File: src/rtl/uart_rx_cfg.sv
// rtl/uart_rx_cfg.sv - configurable UART receiver with error flags; optional parity via UART_RX_PARITY_EN
module uart_rx_cfg #(
    parameter int DATA_BITS    = 8,
    parameter int CLKS_PER_BIT = 2604,
    parameter int SYNC_STAGES  = 2,
    parameter int PARITY_ODD   = 0
) (
    input  logic                 clk,
    input  logic                 rst,
    input  logic                 RX,
    input  logic                 clr_rx_rdy,
    output logic [DATA_BITS-1:0] rx_data,
    output logic                 rx_rdy,
    output logic                 frm_err,
    output logic                 ovr_err,
    output logic                 par_err
);

    localparam int CW = $clog2(CLKS_PER_BIT);
    localparam logic [CW-1:0] CNT_HALF = CW'(CLKS_PER_BIT / 2 - 1);
    localparam logic [CW-1:0] CNT_FULL = CW'(CLKS_PER_BIT - 1);
    localparam logic [3:0]    LAST_BIT = 4'(DATA_BITS - 1);

    typedef enum logic [2:0] {
        IDLE,
        START,
        DATA,
`ifdef UART_RX_PARITY_EN
        PARITY,
`endif
        STOP,
        BREAK
    } state_t;

    state_t                 state, state_nxt;
    logic [SYNC_STAGES-1:0] sync;
    logic                   rx_s;
    logic [CW-1:0]          cnt;
    logic [3:0]             bit_idx;
    logic [DATA_BITS-1:0]   shreg;
    logic                   half_tick, full_tick;
    logic                   shift_en, stop_done;

    assign rx_s = sync[SYNC_STAGES-1];

    // Metastability synchroniser; idles high so reset does not look like a start bit
    always_ff @(posedge clk) begin
        if (rst) sync <= '1;
        else     sync <= {sync[SYNC_STAGES-2:0], RX};
    end

    // State register
    always_ff @(posedge clk) begin
        if (rst) state <= IDLE;
        else     state <= state_nxt;
    end

    // Next-state decode and sample strobes
    always_comb begin
        state_nxt = state;
        half_tick = (cnt == CNT_HALF);
        full_tick = (cnt == CNT_FULL);
        shift_en  = 1'b0;
        stop_done = 1'b0;
        case (state)
            IDLE:  if (!rx_s) state_nxt = START;
            START: if (half_tick) state_nxt = rx_s ? IDLE : DATA;
            DATA: begin
                if (full_tick) begin
                    shift_en = 1'b1;
                    if (bit_idx == LAST_BIT) begin
`ifdef UART_RX_PARITY_EN
                        state_nxt = PARITY;
`else
                        state_nxt = STOP;
`endif
                    end
                end
            end
`ifdef UART_RX_PARITY_EN
            PARITY: if (full_tick) state_nxt = STOP;
`endif
            STOP: begin
                if (full_tick) begin
                    stop_done = 1'b1;
                    state_nxt = rx_s ? IDLE : BREAK;
                end
            end
            BREAK:   if (rx_s) state_nxt = IDLE;
            default: state_nxt = IDLE;
        endcase
    end

    // Baud counter restarts on every state change and after each data sample
    always_ff @(posedge clk) begin
        if (rst || state_nxt != state || shift_en || state == IDLE || state == BREAK)
            cnt <= '0;
        else
            cnt <= cnt + 1'b1;
    end

    // Bit index and LSB-first shift register
    always_ff @(posedge clk) begin
        if (rst) begin
            bit_idx <= '0;
            shreg   <= '0;
        end else begin
            if (state == START)  bit_idx <= '0;
            else if (shift_en)   bit_idx <= bit_idx + 1'b1;
            if (shift_en) shreg <= {rx_s, shreg[DATA_BITS-1:1]};
        end
    end

    // Word delivery, ready handshake and error flags; a completing frame beats clr_rx_rdy
    always_ff @(posedge clk) begin
        if (rst) begin
            rx_data <= '0;
            rx_rdy  <= 1'b0;
            frm_err <= 1'b0;
            ovr_err <= 1'b0;
        end else if (stop_done) begin
            rx_data <= shreg;
            rx_rdy  <= 1'b1;
            frm_err <= ~rx_s;
            if (rx_rdy && !clr_rx_rdy) ovr_err <= 1'b1;
            else if (clr_rx_rdy)       ovr_err <= 1'b0;
        end else if (clr_rx_rdy) begin
            rx_rdy  <= 1'b0;
            ovr_err <= 1'b0;
        end
    end

`ifdef UART_RX_PARITY_EN
    logic par_bit;

    // Capture the parity bit, then judge the whole frame at the stop sample
    always_ff @(posedge clk) begin
        if (rst) begin
            par_bit <= 1'b0;
            par_err <= 1'b0;
        end else begin
            if (state == PARITY && full_tick) par_bit <= rx_s;
            if (stop_done) par_err <= ((^shreg) ^ par_bit) != PARITY_ODD[0];
        end
    end
`else
    logic unused_parity_cfg;
    assign unused_parity_cfg = PARITY_ODD[0];
    assign par_err = 1'b0;
`endif

endmodule
File: config.mk
export PLATFORM = sky130hd
export DESIGN_NAME = uart_rx_cfg
export DESIGN_NICKNAME = d
export VERILOG_FILES = /design/src/rtl/uart_rx_cfg.sv
export SDC_FILE = /design/constraint.sdc
export NUM_CORES = 1
export LEC_CHECK = 0
export ABC_AREA = 1
export CAP_MARGIN = 20
export CORE_UTILIZATION = 51
export DETAILED_ROUTE_END_ITERATION = 6
export PLACE_DENSITY_LB_ADDON = 0.05
export SYNTH_ARGS = -nofsm -noshare
export SYNTH_HDL_FRONTEND = slang
export SYNTH_SLANG_ARGS = --single-unit
File: constraint.sdc
create_clock -name clk -period 3.3 [get_ports clk]
set_input_delay 0.66 -clock clk [delete_from_list [all_inputs] [get_ports clk]]
set_output_delay 0.66 -clock clk [all_outputs]
set_load 0.03 [all_outputs]
==> impl_metrics.env <==
export IMPL_wl_um=3100
export IMPL_routedWlPerCell_um=10.4
export IMPL_start_kind="input pin"
export IMPL_cp_slowest_cell="clkdlybuf4s50_1"
export IMPL_synth_fa_ha_area_share_pct=2.05
export IMPL_cts_buffers=5
export IMPL_synth_compound_area_share_pct=10.8
export IMPL_cts_sinks=40
export IMPL_dieWidth_um=62.0
export IMPL_async_flop_share_pct=0
export IMPL_vias=1447
export IMPL_cts_resized_gates=0
export IMPL_path_clk_slew_ns=0.12
export IMPL_cp_slowest_stage_delay_ns=0.54
export IMPL_fin_area_mm2=0.00210
export IMPL_synthDistinctLibCells=34
export IMPL_slew_violations=0
export IMPL_whs_ns=0.424
export IMPL_antenna_found_initial=0
export IMPL_path_cells="clkdlybuf4s50_1 -> inv_1 -> o21ai_0 -> nor2_1 -> nand2_1 -> nor2_2 -> nand3_2 -> nor2_2"
export IMPL_syn_area_mm2=0.00183
export IMPL_die_h_um=62.0
export IMPL_grtUsageMet1_pct=26.2
export IMPL_fp_row_count=21
export IMPL_synth_top_family_by_area="simple AND/OR/NAND/NOR gates"
export IMPL_power_density_mw_per_mm2=417
export IMPL_final_nets=257
export IMPL_place_area_mm2=0.00200
export IMPL_synth_warnings=0
export IMPL_diodes=0
export IMPL_endpoint_kind="flip-flop"
export IMPL_grt_busiest_layer="met1"
export IMPL_rsz0062_at_grt="false"
export IMPL_placeableCoreArea_mm2=0.00339
export IMPL_overflow=0
export IMPL_grt_util_met3_pct=5.59
export IMPL_slew_headroom_pct=58.9
export IMPL_min_period_over_period_pct=70.9
export IMPL_synth_seq_cells=40
export IMPL_avgSynthCellArea_um2=7.84
export IMPL_tns_ns=0
export IMPL_clockRootBuffer="clkbuf_4"
export IMPL_finClkSkew_ns=0.00269
export IMPL_cts_path_max_buffers=2
export IMPL_seq_area_frac_synth_pct=43.7
export IMPL_cp_common_cell="nor2_2"
export IMPL_critical_path_arrival_ns=2.62
export IMPL_syn_to_final_growth_pct=14.3
export IMPL_drcViolationCount=0
export IMPL_grt_util_all_layers_pct=17.8
export IMPL_ff2ff_path_depth=9
export IMPL_ir_worst_vdd_v=0.000287
export IMPL_insertion_delay_ns=0.34
export IMPL_crit_required_ns=3.58
export IMPL_status="finished, final reports clean"
export IMPL_fin_crit_ns=2.34
export IMPL_synth_mux_area_share_pct=0
export IMPL_drt_iter0_markers=53
export IMPL_grt_pass1_wl_um=4870
export IMPL_yosys_area_top_type="dfxtp_1"
export IMPL_synthTopCellsByArea="dfxtp_1 (44%), nor2_1 (5.7%), nand2_1 (5.5%)"
export IMPL_fmax_mhz=427
export IMPL_vias_per_cell=4.87
export IMPL_cap_violations=0
export IMPL_worstMarginPinSlew_ns=0.614
export IMPL_critPathMaxFanout=19
export IMPL_syn_nets=241
export IMPL_dp_cells=289
export IMPL_setup_viol=0
export IMPL_hold_buffers=0
export IMPL_first_pass_iters=4
export IMPL_synth_cells=234
export IMPL_postRouteAntennaNets=0
export IMPL_synth_simple_area_share_pct=30.2
export IMPL_post_cts_buffers=0
export IMPL_drive_gt1_share_pct=15.1
export IMPL_synth_top_area_share_pct=43.7
export IMPL_place_congestion=0.858
export IMPL_cts_tree="built"
export IMPL_dp_hpwl_um=2200
export IMPL_hold_viol_final=0
export IMPL_grt_use_met2_pct=23.6
export IMPL_port_buffers=14
export IMPL_synth_main_ff_cell="dfxtp_1"
export IMPL_grt_max_degree=20
export IMPL_initial_core_util_pct=54.1
export IMPL_p_leak_nw=0.774
export IMPL_die_area_mm2=0.00384
export IMPL_min_path_type="reg -> reg"
export IMPL_ioPinCount=16
export IMPL_hold_depth=1
export IMPL_grt_pass1_vias=1066
export IMPL_synth_edf_count=0
export IMPL_utilization_pct=61.8
export IMPL_cts_htree_levels=2
export IMPL_fin_cells=297
export IMPL_worstSetupPathType="in -> reg"
export IMPL_synth_xor_area_share_pct=4.77
-- worst max-delay path, delay by kind of cell --
family	cells	cell delay, ns
buffers and inverters	2	0.96
AND/OR/NAND/NOR	5	0.83
AO/OA/AOI/OAI	1	0.16
-- where the power goes --
part / switching, mW / internal (mW)
registers: 0.00173 / 0.485
clock network: 0.159 / 0.201
logic: 0.0167 / 0.0104
total: 0.177 / 0.696
-- metal layers --
metal	share of wire, %	up-vias	wire, um
met1	53	643	1650
li1	-	776	-
met2	42	23	1300
met5	0	-	0
met4	1.2	0	36
met3	3.4	5	106
-- per-stage QoR --
| stage | setup slack, ns | total power, mW |
|---|---|---|
| after floorplan | 1.61 | 0.518 |
| after global placement | 0.673 | 0.525 |
| after detailed placement | 0.626 | 0.525 |
| after CTS | 0.933 | 0.885 |
| after global routing | 0.687 | 0.908 |
| final | 0.961 | 0.874 |
-- synthesized netlist by cell type, types with 2 or more instances --
cell type  number
nor2_4          4
xor2_1          9
dfxtp_1        40
a21oi_1        15
nand3_2         2
nand3_1        11
nand2_2         2
or2_2           3
nor2_2         11
nor2_1         28
clkbuf_1        2
nand2_1        27
o21ai_0        10
nor3_1          9
clkinv_1        2
inv_1          26
nand4_1         3
o21ai_1         8
ha_1            3
inv_2           4
nand3b_1        2
-- placed cells by master (no fill, tap or decap), types with 2 or more instances in the layout --
cell type	Yosys	routed
dfxtp_1	40	40
nor2_1	28	28
nand2_1	27	27
inv_1	26	26
a21oi_1	15	15
clkdlybuf4s50_1	0	14
nor2_2	11	11
nand3_1	11	11
o21ai_0	10	10
nor3_1	9	9
xor2_1	9	9
o21ai_1	8	8
clkbuf_4	0	5
inv_2	4	4
nor2_4	4	4
nand4_1	3	3
or2_2	3	3
ha_1	3	3
nand2_2	2	2
nand3_2	2	2
clkinv_1	2	2
nand3b_1	2	2
clkbuf_8	0	2
-- cells by family after synthesis --
kind of cell | Yosys count
AOI/OAI and AO/OA | 37
xor gates and xnor gates | 10
adders and majority gates | 3
buffers and inverters | 37
DFF | 40
other | 1
and+or+nand+nor | 106
-- state kept, by name, summed over array words and instances (netlist names), 2 cells and up --
| register | cells |
|---|---|
| sync | 2 |
| cnt | 12 |
| rx_data | 8 |
| bit_idx | 4 |
| state | 3 |
| shreg | 8 |
-- final cells by class --
class                   instances  area [um^2]
repair buffers                 14          140
fillers                       307         1290
flip-flops and latches         40          801
multi-input cells             157          882
well taps                      46         57.6
clock buffers                   7         65.1
inverters                      32          120
clock inverters                 1         30.0
-- worst paths after layout --
kind                           start                  to  slack (ns)
setup / recovery                 rst   cnt[6]$_SDFF_PP0_        0.96
hold / removal    sync[0]$_SDFF_PP1_  sync[1]$_SDFF_PP1_        0.42
setup reg to reg   cnt[0]$_SDFF_PP0_   cnt[6]$_SDFF_PP0_        1.04
hold reg to reg   sync[0]$_SDFF_PP1_  sync[1]$_SDFF_PP1_        0.42
No activity file was read; power rests on OpenSTA's default activity.
